**src/rtl/posit_decode_pipe_if.sv**
```systemverilog
// Stream bundle for the posit decoder: posit words in, decoded fields out.
// The slave modport is the decoder's view; the master modport is the producer/consumer side.
interface posit_decode_pipe_if #(
    parameter int N  = 64,
    parameter int ES = 4
);
    localparam int RS = $clog2(N) + 1;
    localparam int FS = N - ES - 3;
    // A zero-width exponent field is carried as one constant-zero bit
    localparam int EW = (ES > 0) ? ES : 1;

    logic                 in_valid;
    logic                 in_ready;
    logic [N-1:0]         in_posit;
    logic                 out_valid;
    logic                 out_ready;
    logic                 out_sign;
    logic signed [RS-1:0] out_regi;
    logic [EW-1:0]        out_expo;
    logic [FS-1:0]        out_frac;
    logic                 out_zero;
    logic                 out_nar;

    modport slave (
        input  in_valid, in_posit, out_ready,
        output in_ready, out_valid, out_sign, out_regi, out_expo, out_frac, out_zero, out_nar
    );

    modport master (
        output in_valid, in_posit, out_ready,
        input  in_ready, out_valid, out_sign, out_regi, out_expo, out_frac, out_zero, out_nar
    );
endinterface

```
**src/rtl/posit_decode_pipe.sv**
```systemverilog
// Three-stage posit decoder: magnitude, regime run-length, field extraction.
// Valid/ready handshake on both sides with bubble collapse between stages.
module posit_decode_pipe #(
    parameter int N  = 64,
    parameter int ES = 4
) (
    input  logic                 clk,
    input  logic                 rst_n,
    posit_decode_pipe_if.slave   bus
);
    localparam int RS = $clog2(N) + 1;
    localparam int FS = N - ES - 3;
    localparam int EW = (ES > 0) ? ES : 1;
    localparam logic signed [RS-1:0] ONE = 1;

    // Low N-1 bits of the two's complement equal the negation of the low N-1 bits
    function automatic logic [N-2:0] abs_mag(input logic [N-1:0] p);
        return p[N-1] ? (~p[N-2:0] + 1'b1) : p[N-2:0];
    endfunction

    function automatic logic [RS-1:0] run_len(input logic [N-2:0] mag);
        logic          stop;
        logic [RS-1:0] cnt;
        stop = 1'b0;
        cnt  = '0;
        for (int i = N - 2; i >= 0; i--) begin
            if (!stop && (mag[i] == mag[N-2]))
                cnt = cnt + 1'b1;
            else
                stop = 1'b1;
        end
        return cnt;
    endfunction

    logic                 vld_p1, vld_p2, vld_p3;
    logic                 ld_p1, ld_p2, ld_p3, adv_p3;
    logic                 sign_p1, zero_p1, nar_p1;
    logic [N-2:0]         mag_p1;
    logic                 sign_p2, zero_p2, nar_p2;
    logic [N-2:0]         mag_p2;
    logic [RS-1:0]        m_p2;
    logic                 sign_p3, zero_p3, nar_p3;
    logic signed [RS-1:0] regi_p3;
    logic [EW-1:0]        expo_p3;
    logic [FS-1:0]        frac_p3;

    logic signed [RS-1:0] k_c;
    logic [N-2:0]         sh_c;
    logic [N-4:0]         body_c;
    logic [EW-1:0]        expo_c;
    logic [FS-1:0]        frac_c;
    logic                 unused_sh;

    assign adv_p3       = vld_p3 & bus.out_ready;
    assign ld_p3        = vld_p2 & (~vld_p3 | adv_p3);
    assign ld_p2        = vld_p1 & (~vld_p2 | ld_p3);
    assign bus.in_ready = ~vld_p1 | ld_p2;
    assign ld_p1        = bus.in_valid & bus.in_ready;

    always_ff @(posedge clk) begin
        if (!rst_n) begin
            vld_p1 <= 1'b0;
            vld_p2 <= 1'b0;
            vld_p3 <= 1'b0;
        end else begin
            if (ld_p1)      vld_p1 <= 1'b1;
            else if (ld_p2) vld_p1 <= 1'b0;
            if (ld_p2)      vld_p2 <= 1'b1;
            else if (ld_p3) vld_p2 <= 1'b0;
            if (ld_p3)       vld_p3 <= 1'b1;
            else if (adv_p3) vld_p3 <= 1'b0;
        end
    end

    // S1: sign, magnitude and special-value flags
    always_ff @(posedge clk) begin
        if (ld_p1) begin
            sign_p1 <= bus.in_posit[N-1];
            mag_p1  <= abs_mag(bus.in_posit);
            zero_p1 <= (bus.in_posit == '0);
            nar_p1  <= (bus.in_posit == {1'b1, {(N-1){1'b0}}});
        end
    end

    // S2: regime run length
    always_ff @(posedge clk) begin
        if (ld_p2) begin
            sign_p2 <= sign_p1;
            mag_p2  <= mag_p1;
            m_p2    <= run_len(mag_p1);
            zero_p2 <= zero_p1;
            nar_p2  <= nar_p1;
        end
    end

    // S3: strip regime plus terminator; what remains is exponent then fraction
    assign k_c       = mag_p2[N-2] ? ($signed(m_p2) - ONE) : -$signed(m_p2);
    assign sh_c      = mag_p2 << (m_p2 + 1'b1);
    assign body_c    = sh_c[N-2:2];
    assign unused_sh = ^sh_c[1:0];
    assign frac_c    = body_c[FS-1:0];

    generate
        if (ES > 0) begin : g_expo
            assign expo_c = body_c[N-4 -: EW];
        end else begin : g_no_expo
            assign expo_c = '0;
        end
    endgenerate

    always_ff @(posedge clk) begin
        if (!rst_n) begin
            sign_p3 <= 1'b0;
            regi_p3 <= '0;
            expo_p3 <= '0;
            frac_p3 <= '0;
            zero_p3 <= 1'b0;
            nar_p3  <= 1'b0;
        end else if (ld_p3) begin
            sign_p3 <= sign_p2;
            zero_p3 <= zero_p2;
            nar_p3  <= nar_p2;
            if (zero_p2 || nar_p2) begin
                regi_p3 <= '0;
                expo_p3 <= '0;
                frac_p3 <= '0;
            end else begin
                regi_p3 <= k_c;
                expo_p3 <= expo_c;
                frac_p3 <= frac_c;
            end
        end
    end

    assign bus.out_valid = vld_p3;
    assign bus.out_sign  = sign_p3;
    assign bus.out_regi  = regi_p3;
    assign bus.out_expo  = expo_p3;
    assign bus.out_frac  = frac_p3;
    assign bus.out_zero  = zero_p3;
    assign bus.out_nar   = nar_p3;
endmodule
```
**src/flat_wrapper.sv**
```systemverilog
// flat-port wrapper written by rule: the top's interface ports become plain ports
module posit_decode_pipe_flat 
#(
    parameter int N  = 64,
    parameter int ES = 4
)
  (clk, rst_n, bus_in_valid, bus_in_posit, bus_out_ready, bus_in_ready, bus_out_valid, bus_out_sign, bus_out_regi, bus_out_expo, bus_out_frac, bus_out_zero, bus_out_nar);
  posit_decode_pipe_if #(.N(N), .ES(ES)) bus_i ();
  input  logic clk;
  input  logic rst_n;
  input wire logic [$bits(bus_i.in_valid)-1:0] bus_in_valid;
  input wire logic [$bits(bus_i.in_posit)-1:0] bus_in_posit;
  input wire logic [$bits(bus_i.out_ready)-1:0] bus_out_ready;
  output wire logic [$bits(bus_i.in_ready)-1:0] bus_in_ready;
  output wire logic [$bits(bus_i.out_valid)-1:0] bus_out_valid;
  output wire logic [$bits(bus_i.out_sign)-1:0] bus_out_sign;
  output wire logic [$bits(bus_i.out_regi)-1:0] bus_out_regi;
  output wire logic [$bits(bus_i.out_expo)-1:0] bus_out_expo;
  output wire logic [$bits(bus_i.out_frac)-1:0] bus_out_frac;
  output wire logic [$bits(bus_i.out_zero)-1:0] bus_out_zero;
  output wire logic [$bits(bus_i.out_nar)-1:0] bus_out_nar;
  assign bus_i.in_valid = bus_in_valid;
  assign bus_i.in_posit = bus_in_posit;
  assign bus_i.out_ready = bus_out_ready;
  assign bus_in_ready = bus_i.in_ready;
  assign bus_out_valid = bus_i.out_valid;
  assign bus_out_sign = bus_i.out_sign;
  assign bus_out_regi = bus_i.out_regi;
  assign bus_out_expo = bus_i.out_expo;
  assign bus_out_frac = bus_i.out_frac;
  assign bus_out_zero = bus_i.out_zero;
  assign bus_out_nar = bus_i.out_nar;
  posit_decode_pipe #(.N(N), .ES(ES)) u_core (.clk(clk), .rst_n(rst_n), .bus(bus_i));
endmodule
```
**config.mk**
```make
export PLATFORM = sky130hd
export DESIGN_NAME = posit_decode_pipe_flat
export DESIGN_NICKNAME = d
export VERILOG_FILES = /design/src/rtl/posit_decode_pipe_if.sv /design/src/rtl/posit_decode_pipe.sv /design/src/flat_wrapper.sv
export SDC_FILE = /design/constraint.sdc
export NUM_CORES = 1
export LEC_CHECK = 0
export ABC_AREA = 1
export CAP_MARGIN = 20
export CORE_MARGIN = 3
export CORE_UTILIZATION = 31
export CTS_CLUSTER_SIZE = 40
export DETAILED_ROUTE_END_ITERATION = 12
export PLACE_DENSITY = 0.54
export SLEW_MARGIN = 20
export SYNTH_ARGS = -nofsm -noshare
export SYNTH_HDL_FRONTEND = slang
export SYNTH_SLANG_ARGS = --single-unit
```
**constraint.sdc**
```tcl
create_clock -name clk -period 38.1 [get_ports clk]
set_input_delay 5.715 -clock clk [delete_from_list [all_inputs] [get_ports clk]]
set_output_delay 5.715 -clock clk [all_outputs]
set_load 0.05 [all_outputs]
```
=== After elaboration in Yosys (flattened, before gate mapping) ===
Index checks and enable logic that the tools add are counted.

* Register bits: 213
* Input port bits: 68
* Logic and storage cells: 545

* Add/subtract/negate cells: 66
* Eq/ne operators: 63
* Shift-type cells: 1
* Muxes and demuxes: 257
* Bitwise operators: 11
* Reduce and logical (&&, ||, !) cells: 129

{| class="wikitable"
|+ Operators by type and width
! operator !! count
|-
| $mux W7 || 126
|-
| $add A7 B1 Y7 const B || 63
|-
| $mux W1 || 128
|-
| $eq A64 B64 Y1 const B || 1
|-
| $logic_not A64 Y1 || 1
|-
| $add A63 B1 Y63 const B || 1
|-
| $mux W63 || 1
|-
| $not A63 Y63 || 1
|-
| $shl A63 B7 Y63 || 1
|-
| $eq A1 B1 Y1 || 62
|-
| $logic_and A1 B1 Y1 || 62
|-
| $logic_not A1 Y1 || 62
|-
| $mux W57 || 1
|-
| $neg A7 Y7 || 1
|-
| $sub A7 B2 Y7 const B || 1
|-
| $reduce_bool A2 Y1 || 3
|-
| $and A1 B1 Y1 || 4
|-
| $mux W4 || 1
|-
| $not A1 Y1 || 3
|-
| $or A1 B1 Y1 || 3
|-
| $logic_or A1 B1 Y1 || 1
|}

=== Longest topological paths before layout ===
Gate-level depths: netlist (run 1).

* Word-level depth: 253
* Gate-level depth with buffers: 224
* Mapped depth without buffers: 223

=== Worst setup path before layout (run 1) ===
OpenSTA, ideal clock, no wires.

* Kind: flip-flop to flip-flop
* Start point: reg u_core.mag_p1[62]
* End point: reg u_core.m_p2[6], data pin
* Library setup time: 253 ps
* Data arrival time: 32302 ps
* Required time: 37847 ps
* Setup slack: 5545 ps
* Cell stages (with the launch flop): 222
* Path buffers: 5
* Path through: edfxtp_1 buf_6 buf_2 buf_1 clkbuf_1 buf_1 xor2_1 nand3_1 nand2_1 inv_1 ha_1 inv_1 nand4_1 nand2_1 inv_1 ha_1 inv_1 nand2_1 (+186 left out) ha_1 inv_1 nand2_1 and2_1 ha_1 nand2_1 nand2_1 ha_1 nor2_1 a31oi_1 ha_1 nand2_1 nor2_1 nand2_1 nor2_1 nand2_1 nor2_1 nor2_1

* Longest elaborated chain between the ends: 247

{| class="wikitable"
|+ RTL lines
! item !! line !! text
|-
| start, declared || posit_decode_pipe.sv:38 || <nowiki>logic [N-2:0] mag_p1;</nowiki>
|-
| start signal, assigned || posit_decode_pipe.sv:79 || <nowiki>mag_p1 <= abs_mag(bus.in_posit);</nowiki>
|-
| parallel branches: the longest is 246 deep, another holds $add A7 B1 Y7 || n/a ||
|-
| $mux W7 (*) || posit_decode_pipe.sv:27 || <nowiki>if (!stop && (mag[i] == mag[N-2]))</nowiki>
|-
| end signal, assigned || posit_decode_pipe.sv:90 || <nowiki>m_p2 <= run_len(mag_p1);</nowiki>
|-
| end, declared || posit_decode_pipe.sv:41 || <nowiki>logic [RS-1:0] m_p2;</nowiki>
|}

Mark *: on every way between the ends. The select of a mux whose other input is x is not followed.
A chain may end at the register's enable or synchronous reset.

=== Final worst setup path (run 1) ===
Same ends and word-level chain as after synthesis.

==> results of run 1 <==
-- per-stage QoR --
step           power (mW)  worst slack [ns]  hold WS [ns]
2_1_floorplan      0.4213             5.545        0.4003
3_3_place_gp       0.4802             4.661        0.4071
3_5_place_dp       0.4807             4.087        0.4178
4_1_cts            0.7233             4.007        0.4310
5_1_grt            0.7659            0.9924        0.4465
6_report           0.7157             4.087        0.4277
-- placed cells by master, fill, tap and decap left out, types with 56 or more instances in the layout --
master,count
a21oi_1,117
inv_1,425
nand2_1,845
nand3_1,222
ha_1,60
o21ai_0,187
nand2_2,84
clkdlybuf4s50_1,139
edfxtp_1,139
xnor2_1,61
nor2_1,315
xor2_1,56
dfxtp_1,74
-- registers in the layout (all words and copies together) (netlist names), 4 cells and up --
| name | count |
|---|---|
| u_core.mag_p1 | 63 |
| u_core.mag_p2 | 63 |
| u_core.bus.out_frac | 57 |
| u_core.bus.out_regi | 7 |
| u_core.m_p2 | 7 |
| u_core.bus.out_expo | 4 |
-- layout make-up --
cell class              instances  area share
flip-flops and latches        213      0.2509
repair buffers                158     0.06795
clock buffers                  42     0.03492
well taps                     837     0.04647
multi-input cells            2262      0.5231
clock inverters                 6    0.001554
inverters                     450     0.07506
-- worst max-delay path, delay by kind of cell, from the launching register on --
family                   cells  cell delay, ns
AND/OR/NAND/NOR            110           12.01
flip-flops                   1            0.32
buffers and inverters       38            2.65
AO/OA/AOI/OAI               16            2.62
adder cells (fa/ha/maj)     58           16.13
-- layer usage --
metal,vias up,part of all wire,GRT usage
li1,9868,-,-
met4,0,0.017,0.03071
met5,-,0,0
met1,7960,0.51,0.2243
met2,312,0.43,0.2452
met3,49,0.044,0.01867
-- path summary, 6_finish.rpt --
| path | start | cells past startpoint | slack [ns] | endpoint |
|---|---|---|---|---|
| min reg2reg | u_core.zero_p1 | 0 | 0.43 | u_core.zero_p2 |
| max reg2reg | u_core.mag_p1[62] | 222 | 4.09 | u_core.m_p2[6] |
| min | u_core.zero_p1 | 0 | 0.43 | u_core.zero_p2 |
| max | u_core.mag_p1[62] | 222 | 4.09 | u_core.m_p2[6] |
-- kinds of logic (layout without fill, tap and decap cells) --
logic type,count (synthesis),after routing
XOR/XNOR,123,123
flip-flops,213,213
buffers and inverters,551,656
adder cells (fa/ha/maj),61,61
multiplexers,32,32
AO/OA/AOI/OAI,391,391
AND/OR/NAND/NOR,1655,1655
-- power breakdown --
group	total (mW)	switching, mW	leakage [nW]	internal (mW)
clock network	0.239	0.0985	0.407	0.141
registers	0.271	0.00955	1.93	0.261
logic	0.206	0.136	7.57	0.0693
total	0.716	0.244	9.91	0.471
==> qor.txt, run 1 <==
post-placement cell area: 21720 µm²
die height: 256.8 µm
post-DR wirelength/cell: 13.20 µm
die area: 65920 µm²
Peak VDD IR: 27.43 µV
mean cell area of the mapped netlist: 6.441 µm²
area grow syn2layout: 15.63%
DR vias: 18190
Slew Limit Headroom: 0.3755
PD cells: 31.76 nW/µm²
Post-CTS Resized: 0
RePlAce Congestion: 0.8364
clk slew on worst S/H paths: 0.06 ns
fin cells: 3968
status: complete, no violations
Syn. warnings: 0
CTS Root Cell: clkbuf_16
Clk Latency, worst-skew pair: 0.55 ns
vias per std cell: 4.584
initial core utilization: 0.3147
complex-gate fraction of the synthesized area: 0.1111
setup TNS: 0 ns
DP Cell Count: 3920
site row count: 91
Synth top area share: 0.2141
IO Pins: 141
Synth area leaders: edfxtp_1, nand2_1, inv_1, dfxtp_1, nor2_1
TritonCTS buffer count: 26
clk_skew: 0.02150 ns
Nets: 3240
Multi-input gate area: 11790 µm²
Congestion Overflow GR: 0
type of origin of the critical path: register
DRC viols: 0
Adder-Cell Fraction of Synth Area: 0.03916
asr flop ratio synth: 0
post-layout util: 0.3639
CP Class: register to register
most frequent CP cell: nand2_1
CTS tree: yes
max-cap violations: 0
CP Data Required Time: 38.40 ns
count leader, synth: nand2_1
clock sink count: 213
H-Tree Depth: 1
Post-CTS Setup Bufs: 0
final period utilization: 0.8927
Hold WC Path Type: register to register
crit path DAT: 34.31 ns
Main synth FF type: edfxtp_1
synth cell count leaders: nand2_1, inv_1, nor2_1
drt total wl: 52.38 mm
mux contribution to synthesized area: 0.01643
Lkg Pwr: 9.915 nW
initial antenna violation count: 0
Crit. End Element: register
Post-Synth XOR/XNOR Area: 0.05681
mapped cell area: 19490 µm²
Setup-failing EPs final: 0
Post-synth EDFFs: 139
# fillers: 6770
final hold violation count: 0
Worst Tran Pin Value: 0.9282 ns
Netlist cell types: 59
pin count of the biggest net entering global routing: 77
main combinational cell family by area after synthesis: simple AND/OR/NAND/NOR gates
clk buf depth: 3
slowest cell on the critical path: buf_4
DRT Pass-1 Iters: 5
cell area after layout: 22540 µm²
core box area: 61940 µm²
share of the yosys chip area belonging to registers: 0.2902
Ant. Diodes: 0
Mapped Cells: 3026
die width: 256.8 µm
post-DP HPWL: 41.33 mm
Post-Synth Simple-Gate Area: 0.3796
area leader, netlist: edfxtp_1
DR iter-0 viols: 1117
first-pass GRT wire length: 85.37 mm
Seq. cell area: 5655 µm²
RSZ-0062 raised after global routing: no
number of synthesized register bits: 213
Final ANT Viol Nets: 0
max incr delay on CP: 0.58 ns
fmax: 29.40 MHz
IO buf count: 140
Max Slew Vio Count: 0
Post-Syn Nets: 3155
layout cells sized above 1: 0.08783
Max FO, Critical Path: 76
min Tclk post-route: 34.01 ns
global-route usage over all layers: 0.1541
vias in the first global route: 16490
CTS Hold Bufs: 0
(Power assumes the default switching activity.)
==> run 2, diff against run 1 <==
PLACE_DENSITY = 0.58   (was 0.54)
RECOVER_POWER = 100   (was unset)
==> qor.txt, run 2 (synthesis gave the netlist of run 1 again) <==
DRC viols: 0 (unchanged)
core box area: 61940 µm² (unchanged)
crit path DAT: 34.46 ns (+0.15 ns)
initial core utilization: 0.3147 (unchanged)
R2R setup slack: 3.95 ns (-0.14 ns)
pin count of the biggest net entering global routing: 77 (unchanged)
final setup margin: 3.947 ns (-0.1405 ns)
clk_skew: 0.02456 ns (+0.003067 ns)
Max FO, Critical Path: 76 (unchanged)
post-DR wirelength/cell: 12.80 µm (-3.0%)
DRT Pass-1 Iters: 5 (unchanged)
TritonCTS buffer count: 26 (unchanged)
Ant. Diodes: 0 (unchanged)
Post-CTS Setup Bufs: 0 (unchanged)
final period utilization: 0.8964 (+0.003688)
DR vias: 18270 (+0.43%)
clock sink count: 213 (unchanged)
min-delay src: u_core.bus.out_frac[28]
layout cells sized above 1: 0.08496 (-0.002874)
IO buf count: 140 (unchanged)
status: complete, but fails checks
Post-CTS Resized: 0 (unchanged)
CTS Hold Bufs: 0 (unchanged)
cell area after layout: 22590 µm² (+0.25%)
Clk Latency, worst-skew pair: 0.55 ns (about the same)
slowest cell on the critical path: buf_4
Slew Limit Headroom: -1.412 (-1.788)
clk slew on worst S/H paths: 0.06 ns (about the same)
area grow syn2layout: 15.92%
Hold WC Path Type: register to register
CTS tree: yes
post-DP HPWL: 40.52 mm (-1.9%)
RSZ-0062 raised after global routing: no
CTS Root Cell: clkbuf_16
CP Class: register to register
die width: 256.8 µm (unchanged)
worst r2r src: u_core.mag_p1[62]
reg2reg end: u_core.m_p2[6]
Peak VDD IR: 28.90 µV (+5.4%)
CP Data Required Time: 38.40 ns (about the same)
final hold violation count: 0 (unchanged)
Worst Hold Endpoint: u_core.bus.out_frac[28]
Max Slew Vio Count: 363 (+363)
site row count: 91 (unchanged)
Congestion Overflow GR: 0 (unchanged)
type of origin of the critical path: register
H-Tree Depth: 1 (unchanged)
initial antenna violation count: 0 (unchanged)
global-route usage over all layers: 0.1490 (-0.005122)
pre-CTS WS: 4.055 ns (-0.03189 ns)
Nets: 3240 (unchanged)
Worst Tran Pin Value: 3.618 ns (+2.690 ns)
first-pass GRT wire length: 82.99 mm (-2.8%)
min Tclk post-route: 34.15 ns (+0.1405 ns)
# fillers: 6732 (-0.56%)
max-cap violations: 7 (+7)
IO Pins: 141 (unchanged)
PD cells: 32.72 nW/µm² (+3.0%)
Setup-failing EPs final: 0 (unchanged)
RePlAce Congestion: 0.8724 (+4.3%)
Hold Path Depth: 2 (+2)
violated checks: capacitance limit, slew limit
clk buf depth: 3 (unchanged)
leading cell type in the layout, fill and taps excluded: nand2_1
DR iter-0 viols: 1254 (+12%)
Final ANT Viol Nets: 0 (unchanged)
Lkg Pwr: 10.17 nW (+2.6%)
drt total wl: 50.80 mm (-3.0%)
die area: 65920 µm² (unchanged)
Reg2Reg Depth: 222 (unchanged)
max incr delay on CP: 0.57 ns (about the same)
post-placement cell area: 21720 µm² (unchanged)
most frequent cells in the layout: nand2_1, inv_1, nor2_1, nand3_1, o21ai_0
fmax: 29.28 MHz (-0.41%)
most frequent CP cell: nand2_1
Crit. End Element: register
die height: 256.8 µm (unchanged)
vias in the first global route: 16410 (-0.47%)
vias per std cell: 4.604 (+0.43%)
setup TNS: 0 ns (unchanged)
run 2: changes by cell type in the layout (fill, tap and decap cells not counted), sizes merged:
cell           before  now
buf                19   12
bufinv              0    5
clkbuf             42   40
clkdlybuf4s50     139   63
clkinv              9    8
clkinvlp            0    2
dlygate4sd3         0   76
inv               447  450
run 2: area by class of cell:
cell class                 instances  area, µm²  area share
timing repair buffer             158       1505     0.06662
clock inverter                    15      216.5    0.009580
multi-input combinational       2262      11770      0.5209
inverter                         450       1692     0.07487
tap                              837       1047     0.04635
sequential                       213       5655      0.2503
clock buffer                      33      709.4     0.03140
run 2: power breakdown:
part	internal, mW	total [mW]	switching (mW)
Sequential	0.262	0.272	0.0101
Clock	0.166	0.264	0.0984
Combinational	0.0687	0.203	0.134
run 2: through the flow:
stage	cells	power, mW	hold slack (ns)	util
6_report	3968	0.7392	0.4626	0.3648
5_1_grt	3968	0.7894	0.4836	0.3648
4_1_cts	3968	0.7478	0.4661	0.3655
3_5_place_dp	3920	0.4796	0.4568	0.3506
3_3_place_gp	3920	0.4785	0.4534	0.3506
2_1_floorplan	3026	0.4213	0.4003	-
run 2: worst max-delay path by stage:
stage | from | to | slack, ns | cells past startpoint
after CTS | u_core.mag_p1[62] | u_core.m_p2[6] | 3.99 | 222
after detailed placement | u_core.mag_p1[62] | u_core.m_p2[6] | 4.06 | 222
final | u_core.mag_p1[62] | u_core.m_p2[6] | 3.95 | 222
after floorplan | u_core.mag_p1[62] | u_core.m_p2[6] | 5.55 | 221
after global placement | u_core.mag_p1[62] | u_core.m_p2[6] | 4.69 | 222
after global routing | u_core.mag_p1[62] | u_core.m_p2[6] | 0.69 | 222
run 2: critical path: cells and delay by family, from the launching register on:
kind | cells | cell delay [ns]
flip-flops | 1 | 0.32
adder cells (fa/ha/maj) | 58 | 16.16
AND/OR/NAND/NOR | 110 | 12.15
AO/OA/AOI/OAI | 16 | 2.61
buffers and inverters | 38 | 2.65
run 2: routing by layer:
layer	global-route usage	up-vias	wire length [µm]
met5	0	-	0
met4	0.03087	0	1115
li1	-	9889	-
met1	0.2151	8006	25590
met2	0.2385	322	21720
met3	0.01837	51	2379
==> run 3, diff against run 2 <==
--- a/constraint.sdc
+++ b/constraint.sdc
@@ -3,2 +3,2 @@
 set_output_delay 5.715 -clock clk [all_outputs]
-set_load 0.05 [all_outputs]
+set_load 0.02 [all_outputs]
==> results of run 3 <==
The final DEF is identical to that of run 2. Status: complete, but fails checks: capacitance limit, slew limit.
Main changes from that run: total power 0.7392 mW -> 0.7365 mW
